--- src/rtl/fddi_claim_arb.sv ---
// Multi-channel FDDI claim front-end and lowest-index ownership arbiter.
// Optional forced release of a long-held owner is enabled by defining FDDI_CLAIM_TIMEOUT_EN.
module fddi_claim_arb #(
  parameter int NCH  = 4,
  parameter int TMAX = 16,
  parameter int CW   = 5
) (
  input  logic           clk,
  input  logic           rst,
  input  logic           merge,
  input  logic [NCH-1:0] er,
  input  logic [NCH-1:0] xmit,
  input  logic [NCH-1:0] fddi,
  output logic [NCH-1:0] claim,
  output logic [NCH-1:0] claim_win,
  output logic           busy,
  output logic           timeout
);
  localparam int IW = (NCH > 1) ? $clog2(NCH) : 1;

  typedef enum logic [1:0] {IDLE, HOLD, WON} state_t;

  state_t         state;
  logic [NCH-1:0] fcr;
  logic [CW-1:0]  cnt;
  logic [IW-1:0]  cand;
  logic [NCH-1:0] elig;
  logic           cand_vld;
  logic [IW-1:0]  cand_idx;

  function automatic logic [IW:0] pick_lowest(input logic [NCH-1:0] v);
    logic [IW:0] r;
    r = '0;
    for (int i = NCH - 1; i >= 0; i--) begin
      if (v[i]) r = {1'b1, IW'(i)};
    end
    return r;
  endfunction

  function automatic logic [CW-1:0] sat_inc(input logic [CW-1:0] c);
    return (c == {CW{1'b1}}) ? c : c + CW'(1);
  endfunction

  // Stage 1 (fcr) and stage 2 (claim); merge uses the previous fcr value
  always_ff @(posedge clk or posedge rst) begin
    if (rst) begin
      fcr   <= '0;
      claim <= '0;
    end else begin
      fcr   <= er | xmit;
      claim <= merge ? (fcr & fddi) : fddi;
    end
  end

`ifdef FDDI_CLAIM_TIMEOUT_EN
  logic [NCH-1:0] mask;
  logic           force_rel;

  // A natural release (claim dropped) takes precedence over a forced one
  assign force_rel = (state == WON) && claim[cand] && (cnt == CW'(TMAX - 1));
  assign elig      = claim & ~mask;

  always_ff @(posedge clk or posedge rst) begin
    if (rst) mask <= '0;
    else     mask <= (mask & claim) | (force_rel ? (NCH'(1) << cand) : '0);
  end
`else
  assign elig = claim;
`endif

  assign {cand_vld, cand_idx} = pick_lowest(elig);

  // Arbitration stage: all outputs registered alongside the state
  always_ff @(posedge clk or posedge rst) begin
    if (rst) begin
      state     <= IDLE;
      cnt       <= '0;
      cand      <= '0;
      claim_win <= '0;
      busy      <= 1'b0;
      timeout   <= 1'b0;
    end else begin
      timeout <= 1'b0;
      case (state)
        IDLE: begin
          if (cand_vld) begin
            state <= HOLD;
            cand  <= cand_idx;
            cnt   <= CW'(1);
            busy  <= 1'b1;
          end else begin
            cnt <= '0;
          end
        end
        HOLD: begin
          if (!cand_vld) begin
            state <= IDLE;
            cnt   <= '0;
            busy  <= 1'b0;
          end else if (cand_idx != cand) begin
            cand <= cand_idx;
            cnt  <= CW'(1);
          end else if (cnt == CW'(TMAX - 1)) begin
            state     <= WON;
            claim_win <= NCH'(1) << cand;
            cnt       <= '0;
          end else begin
            cnt <= sat_inc(cnt);
          end
        end
        WON: begin
          if (!claim[cand]) begin
            state     <= IDLE;
            claim_win <= '0;
            cnt       <= '0;
            busy      <= 1'b0;
          end
`ifdef FDDI_CLAIM_TIMEOUT_EN
          else if (force_rel) begin
            state     <= IDLE;
            claim_win <= '0;
            cnt       <= '0;
            busy      <= 1'b0;
            timeout   <= 1'b1;
          end else begin
            cnt <= sat_inc(cnt);
          end
`endif
        end
        default: begin
          state     <= IDLE;
          cnt       <= '0;
          claim_win <= '0;
          busy      <= 1'b0;
        end
      endcase
    end
  end
endmodule
--- config.mk ---
export PLATFORM = sky130hd
export DESIGN_NAME = fddi_claim_arb
export DESIGN_NICKNAME = d
export VERILOG_FILES = /design/src/rtl/fddi_claim_arb.sv
export SDC_FILE = /design/constraint.sdc
export NUM_CORES = 1
export LEC_CHECK = 0
export ABC_AREA = 1
export CAP_MARGIN = 15
export CORE_MARGIN = 3
export CORE_UTILIZATION = 40
export DETAILED_ROUTE_END_ITERATION = 6
export GPL_ROUTABILITY_DRIVEN = 0
export PLACE_DENSITY = 0.67
export SETUP_SLACK_MARGIN = 0.3
export SLEW_MARGIN = 10
export SYNTH_ARGS = -nofsm -noshare
export SYNTH_HDL_FRONTEND = slang
export SYNTH_SLANG_ARGS = --single-unit
--- constraint.sdc ---
create_clock -name clk -period 1.92 [get_ports clk]
set_clock_uncertainty 0.2 [all_clocks]
set_input_delay 0.576 -clock clk [delete_from_list [all_inputs] [get_ports clk]]
set_output_delay 0.576 -clock clk [all_outputs]
set_load 0.005 [all_outputs]
Word-level counts from Yosys, hierarchy flattened. Cells that the tools add are included.

Register bits after elaboration: 22. Input port bits: 15. Output and inout port bits: 10.

Add/sub/neg operators: 1. Magnitude comparators: 1. Eq/ne operators: 15. Shifts and indexed selects: 1. Muxes and demuxes: 33. Bitwise gates (word level): 3. Reduce and logical (&&, ||, !) cells: 7.

Operators with widths (number): 2-to-1 mux 5 bit (5); 2-to-1 mux 4 bit (5); 2-to-1 mux 2 bit (8); one-hot mux 5 bit (3 select lines) (1); != test 2 bit (second input constant) (7); 2-to-1 mux 3 bit (4); one-hot mux 4 bit (3 select lines) (1); AND reduction 4 bit (2); != test 3 bit (second input constant) (2); one-hot mux 2 bit (3 select lines) (1); adder 5 x 1 -> 5 bit (second input constant) (1); equality test 5 x 4 -> 1 bit (second input constant) (1); equality test 5 bit (second input constant) (1); 2-to-1 mux 1 bit (5); != test 5 bit (second input constant) (1); AND reduction 5 bit (1); AND 4 bit (1); bitwise OR 4 bit (1); one-hot mux 2 bit (2 select lines) (1); left shift 1 x 2 -> 4 bit (first input constant) (1); less-than comparator 2 x 3 -> 1 bit (second input constant) (1); one-hot mux 1 bit (3 select lines) (1); AND reduction 3 bit (1); binary-select mux 1 bit (select 2 bit) (1); 7 further kinds (7).

Depth between registers and ports, before layout.
Word-level depth: 8. Gate-level depth with buffers: 11. Gate-level depth less buffers: 11.

Worst setup path before layout. Ideal clock, no wire load.

Path kind: register -> register. From: register claim[1]. To: register cnt[0]. Library setup time: 0.117 ns. Data arrival time: 1.233 ns. Data required time: 1.603 ns. Path slack: 0.371 ns. Stages on the path, launching flop included: 9. Buffers on the path: 0. Period minus slack after synthesis: 1.549 ns. Cell sequence: dfrtp_1 -> nor2_2 -> nand3_1 -> nand2_1 -> nand3_4 -> o21ai_4 -> nand2_2 -> nand2_1 -> nand2_1.

Cells in the longest elaborated chain, start to end: 6. Elaborated cells between the ends (all ways): 12.

Ends and longest elaborated chain: start, declared (line 14) `output logic [NCH-1:0] claim,`; start signal, assigned (line 51) `claim <= merge ? (fcr & fddi) : fddi;`; 2-to-1 mux 3 bit (2 in a row) (line 35) `if (v[i]) r = {1'b1, IW'(i)};`; != test 2 bit (line 100) `end else if (cand_idx != cand) begin`; 2-to-1 mux 5 bit (line 100); 2-to-1 mux 5 bit (line 96) `if (!cand_vld) begin`; one-hot mux 5 bit (3 select lines) (line 84) `case (state)`; end signal, assigned (line 108) `cnt <= sat_inc(cnt);`; end, declared (line 25) `logic [CW-1:0] cnt;`.

Several ways; a longest one is shown, not always the timed one. The select of a mux whose other input is x is not followed. A chain may end at the register's enable or synchronous reset.

Final worst setup path.
From: register claim[2]. To: register cnt[0].

Cells in the longest elaborated chain, start to end: 7. Elaborated cells between the ends (all ways): 13.

Ends and longest elaborated chain (line): 2-to-1 mux 3 bit (3 in a row) (35); != test 2 bit (100); 2-to-1 mux 5 bit (100); 2-to-1 mux 5 bit (96); one-hot mux 5 bit (3 select lines) (84).

Several ways; a longest one is shown, not always the timed one. The select of a mux whose other input is x is not followed.

==> metrics.md <==
| Metric | Value |
|---|---|
| Status | finished clean |
| Clock Pin Slew Worst Setup and Hold Paths | 130 ps |
| Die H | 60.89 µm |
| CP Data Required Time | 1940 ps |
| Post-synthesis cell area | 1205 µm² |
| Syn avg cell area | 8.545 µm² |
| Diodes inserted | 0 |
| Hpwl dp | 1780 µm |
| Max frequency | 587.1 MHz |
| Via count | 1142 |
| Pwr Density | 1064 nW/µm² |
| Clk sink count | 22 |
| Critical path type | flop to flop |
| FP Rows | 19 |
| Setup crit end kind | flop |
| First-pass GRT wire length | 4547 µm |
| Root buf cell | clkbuf_4 |
| Starting Density | 0.4295 |
| Max_cap viols | 0 |
| Leak | roughly 0.00088 µW |
| Inst Count DP | 195 |
| DR vias/cell | 5.191 |
| Clock Path Buffers | 2 |
| Antenna violations before repair | 0 |
| Largest family of logic cells by synthesized area | simple AND/OR/NAND/NOR gates |
| Xor and xnor area share after synthesis | 0.007269 |
| DRT Pass-1 Iters | 6 |
| Yosys top cell by area | dfrtp_1 |
| Multiplexer share of the synthesized area | 0 |
| Final min period | 1703 ps |
| DRC Markers | 0 |
| Synth top cells by count | nand2_1, dfrtp_1, nand3_1, inv_1 |
| Cts hold-fix bufs | 0 |
| ANT nets after route | 0 |
| Core Region | 2805 µm² |
| Die Span X | 60.89 µm |
| Initial drt markers | 36 |
| Number of H-tree levels | 1 |
| Asr flop ratio synth | 1.000 |
| Arr. time, crit path | 1720 ps |
| CTS tree | done |
| Vias in the first global route | 1143 |
| Setup TNS | 0 ps |
| Setup violations, final | 0 |
| Largest net degree at the start of global routing | 23 |
| Yosys warning total | 0 |
| Worst vdd ir | 442.3 µV |
| Worst hold-check path type | flop to flop |
| Top_reg_cell synth | dfrtp_1 |
| CP Max Fanout | 6 |
| Later-pin clock latency in the skew report | 310 ps |
| Total CTS buffers | 3 |
| Nets | 206 |
| Cell Count, Final, Fillers Out | 220 |
| Synth Area in Simple Gates | 0.3655 |
| Period utilization | 0.8871 |
| Sequential area share after synthesis | 0.4569 |
| Post-synth EDFFs | 0 |
| Total wire length | 2643 µm |
| Complex-gate fraction of the synthesized area | 0.08307 |
| Hold Vio Cnt, Final | 0 |
| Mapped Nets | 157 |
| I/O pin count | 25 |
| Max Slew Vio Count | 0 |
| #FFs+latches synth | 22 |
| Share of cells above drive strength 1 | 0.3968 |
| GRT Residual Overflow | 0 |
| RSZ-0062 raised after global routing | true |
| Post-synthesis adder-cell area fraction | 0.01038 |
| Most numerous cell in the Yosys netlist | nand2_1 |
| Count of cell types in the netlist | 29 |
| Die area | 3707 µm² |
| Synth top area share | 0.4569 |
| Port-buffer cells | 23 |
| Routed WL per cell | 12.01 µm |
| GRT Overall Usage | 0.1602 |
| Gate Count Post-Synth | 141 |
| P&R area growth vs syn | 43.09% |
| Crit path launch type | flop |
| Most area-consuming cells after synthesis | dfrtp_1, nand2_1, nand3_1 |
power by group:
group,leakage [µW],total [µW],internal (µW),switching [µW]
logic,0.000589,806,391,414
clock network,0.0000279,361,211,150
registers,0.000264,667,571,96.5
total,0.000881,1830,1170,661
critical path: stages (launching register included):
cell	delay [ps]
dfrtp_1	410
buf_6	120
inv_4	50
nand2_2	40
nand2_2	100
nand2_4	70
nand2_4	70
nand3_4	110
o21ai_4	220
nand2_2	90
nand2_1	70
nand2_1	50
sequential cells by signal (all words and copies together), names as in the netlist:
| register | flops |
|---|---|
| state | 2 |
| claim_win | 4 |
| busy | 1 |
| cand | 2 |
| fcr | 4 |
| cnt | 5 |
| claim | 4 |
per-layer routing:
layer,vias up,wire length [µm],GRT usage,share of wire
met3,7,149,0.03404,0.056
li1,555,-,-,-
met2,37,1360,0.2901,0.51
met5,-,0,0,0
met4,0,50,0.05573,0.019
met1,543,1083,0.1853,0.41
per-stage QoR:
step / cell area (µm²) / hold slack (ps) / total power (µW) / utilization / setup WS [ps]
floorplan: 1205 / 265.4 / 1090 / - / 370.7
global placement: 1474 / 255.1 / 1306 / 0.5254 / 239.4
detailed placement: 1474 / 259.4 / 1317 / 0.5254 / 230.2
CTS: 1610 / 286.6 / 1745 / 0.5740 / 216.2
global route: 1724 / 356.4 / 1970 / 0.6146 / 114.5
finish: 1724 / 306.0 / 1834 / 0.6146 / 216.8
final cells by class:
cell class / count / area [µm²]
tap: 31 / 38.79
multi-input combinational: 97 / 628.1
fill: 226 / 1081
inverter: 21 / 86.33
sequential: 22 / 553.0
timing repair buffer: 45 / 365.4
clock inverter: 1 / 30.03
clock buffer: 3 / 22.52
cells in the final DEF (no fill, tap or decap), types with 3 or more instances in the layout:
| master | Yosys | layout |
|---|---|---|
| nand3_1 | 15 | 14 |
| buf_4 | 1 | 18 |
| nand2_4 | 0 | 5 |
| nand2_1 | 35 | 27 |
| or2_2 | 4 | 4 |
| dfrtp_1 | 22 | 20 |
| clkdlybuf4s50_1 | 0 | 14 |
| nor3_1 | 6 | 5 |
| inv_2 | 6 | 6 |
| nand4_1 | 6 | 6 |
| a21boi_0 | 4 | 4 |
| buf_6 | 0 | 4 |
| inv_1 | 14 | 12 |
| nand2_2 | 3 | 6 |
| clkbuf_4 | 0 | 3 |
| inv_4 | 1 | 3 |
| buf_2 | 0 | 8 |
| o21ai_0 | 3 | 3 |
path summary, 6_finish.rpt:
path	start	depth (start not counted)	slack, ps	to
min in group asynchronous	rst	3	370	fcr[1]
worst max-delay path	claim[2]	11	220	cnt[0]
max in group asynchronous	rst	3	920	state[1]
worst min-delay path	busy	2	310	busy
worst min register to register	busy	2	310	busy
worst max register to register	claim[2]	11	220	cnt[0]
logic make-up after synthesis:
logic type                 Yosys count
DFF                                 22
and+or+nand+nor                     81
other                                1
adders and majority gates            1
AOI/OAI and AO/OA                   13
buffers and inverters               22
xor gates and xnor gates             1
repair_timing:
| item | 4_1_cts | 5_1_grt |
|---|---|---|
| pin swaps | 7 | 9 |
| resized for setup | 48 | 14 |
| setup buffers | 11 | 10 |
| endpoints found under the setup margin | 19 | 23 |
(Power assumes the default switching activity.)
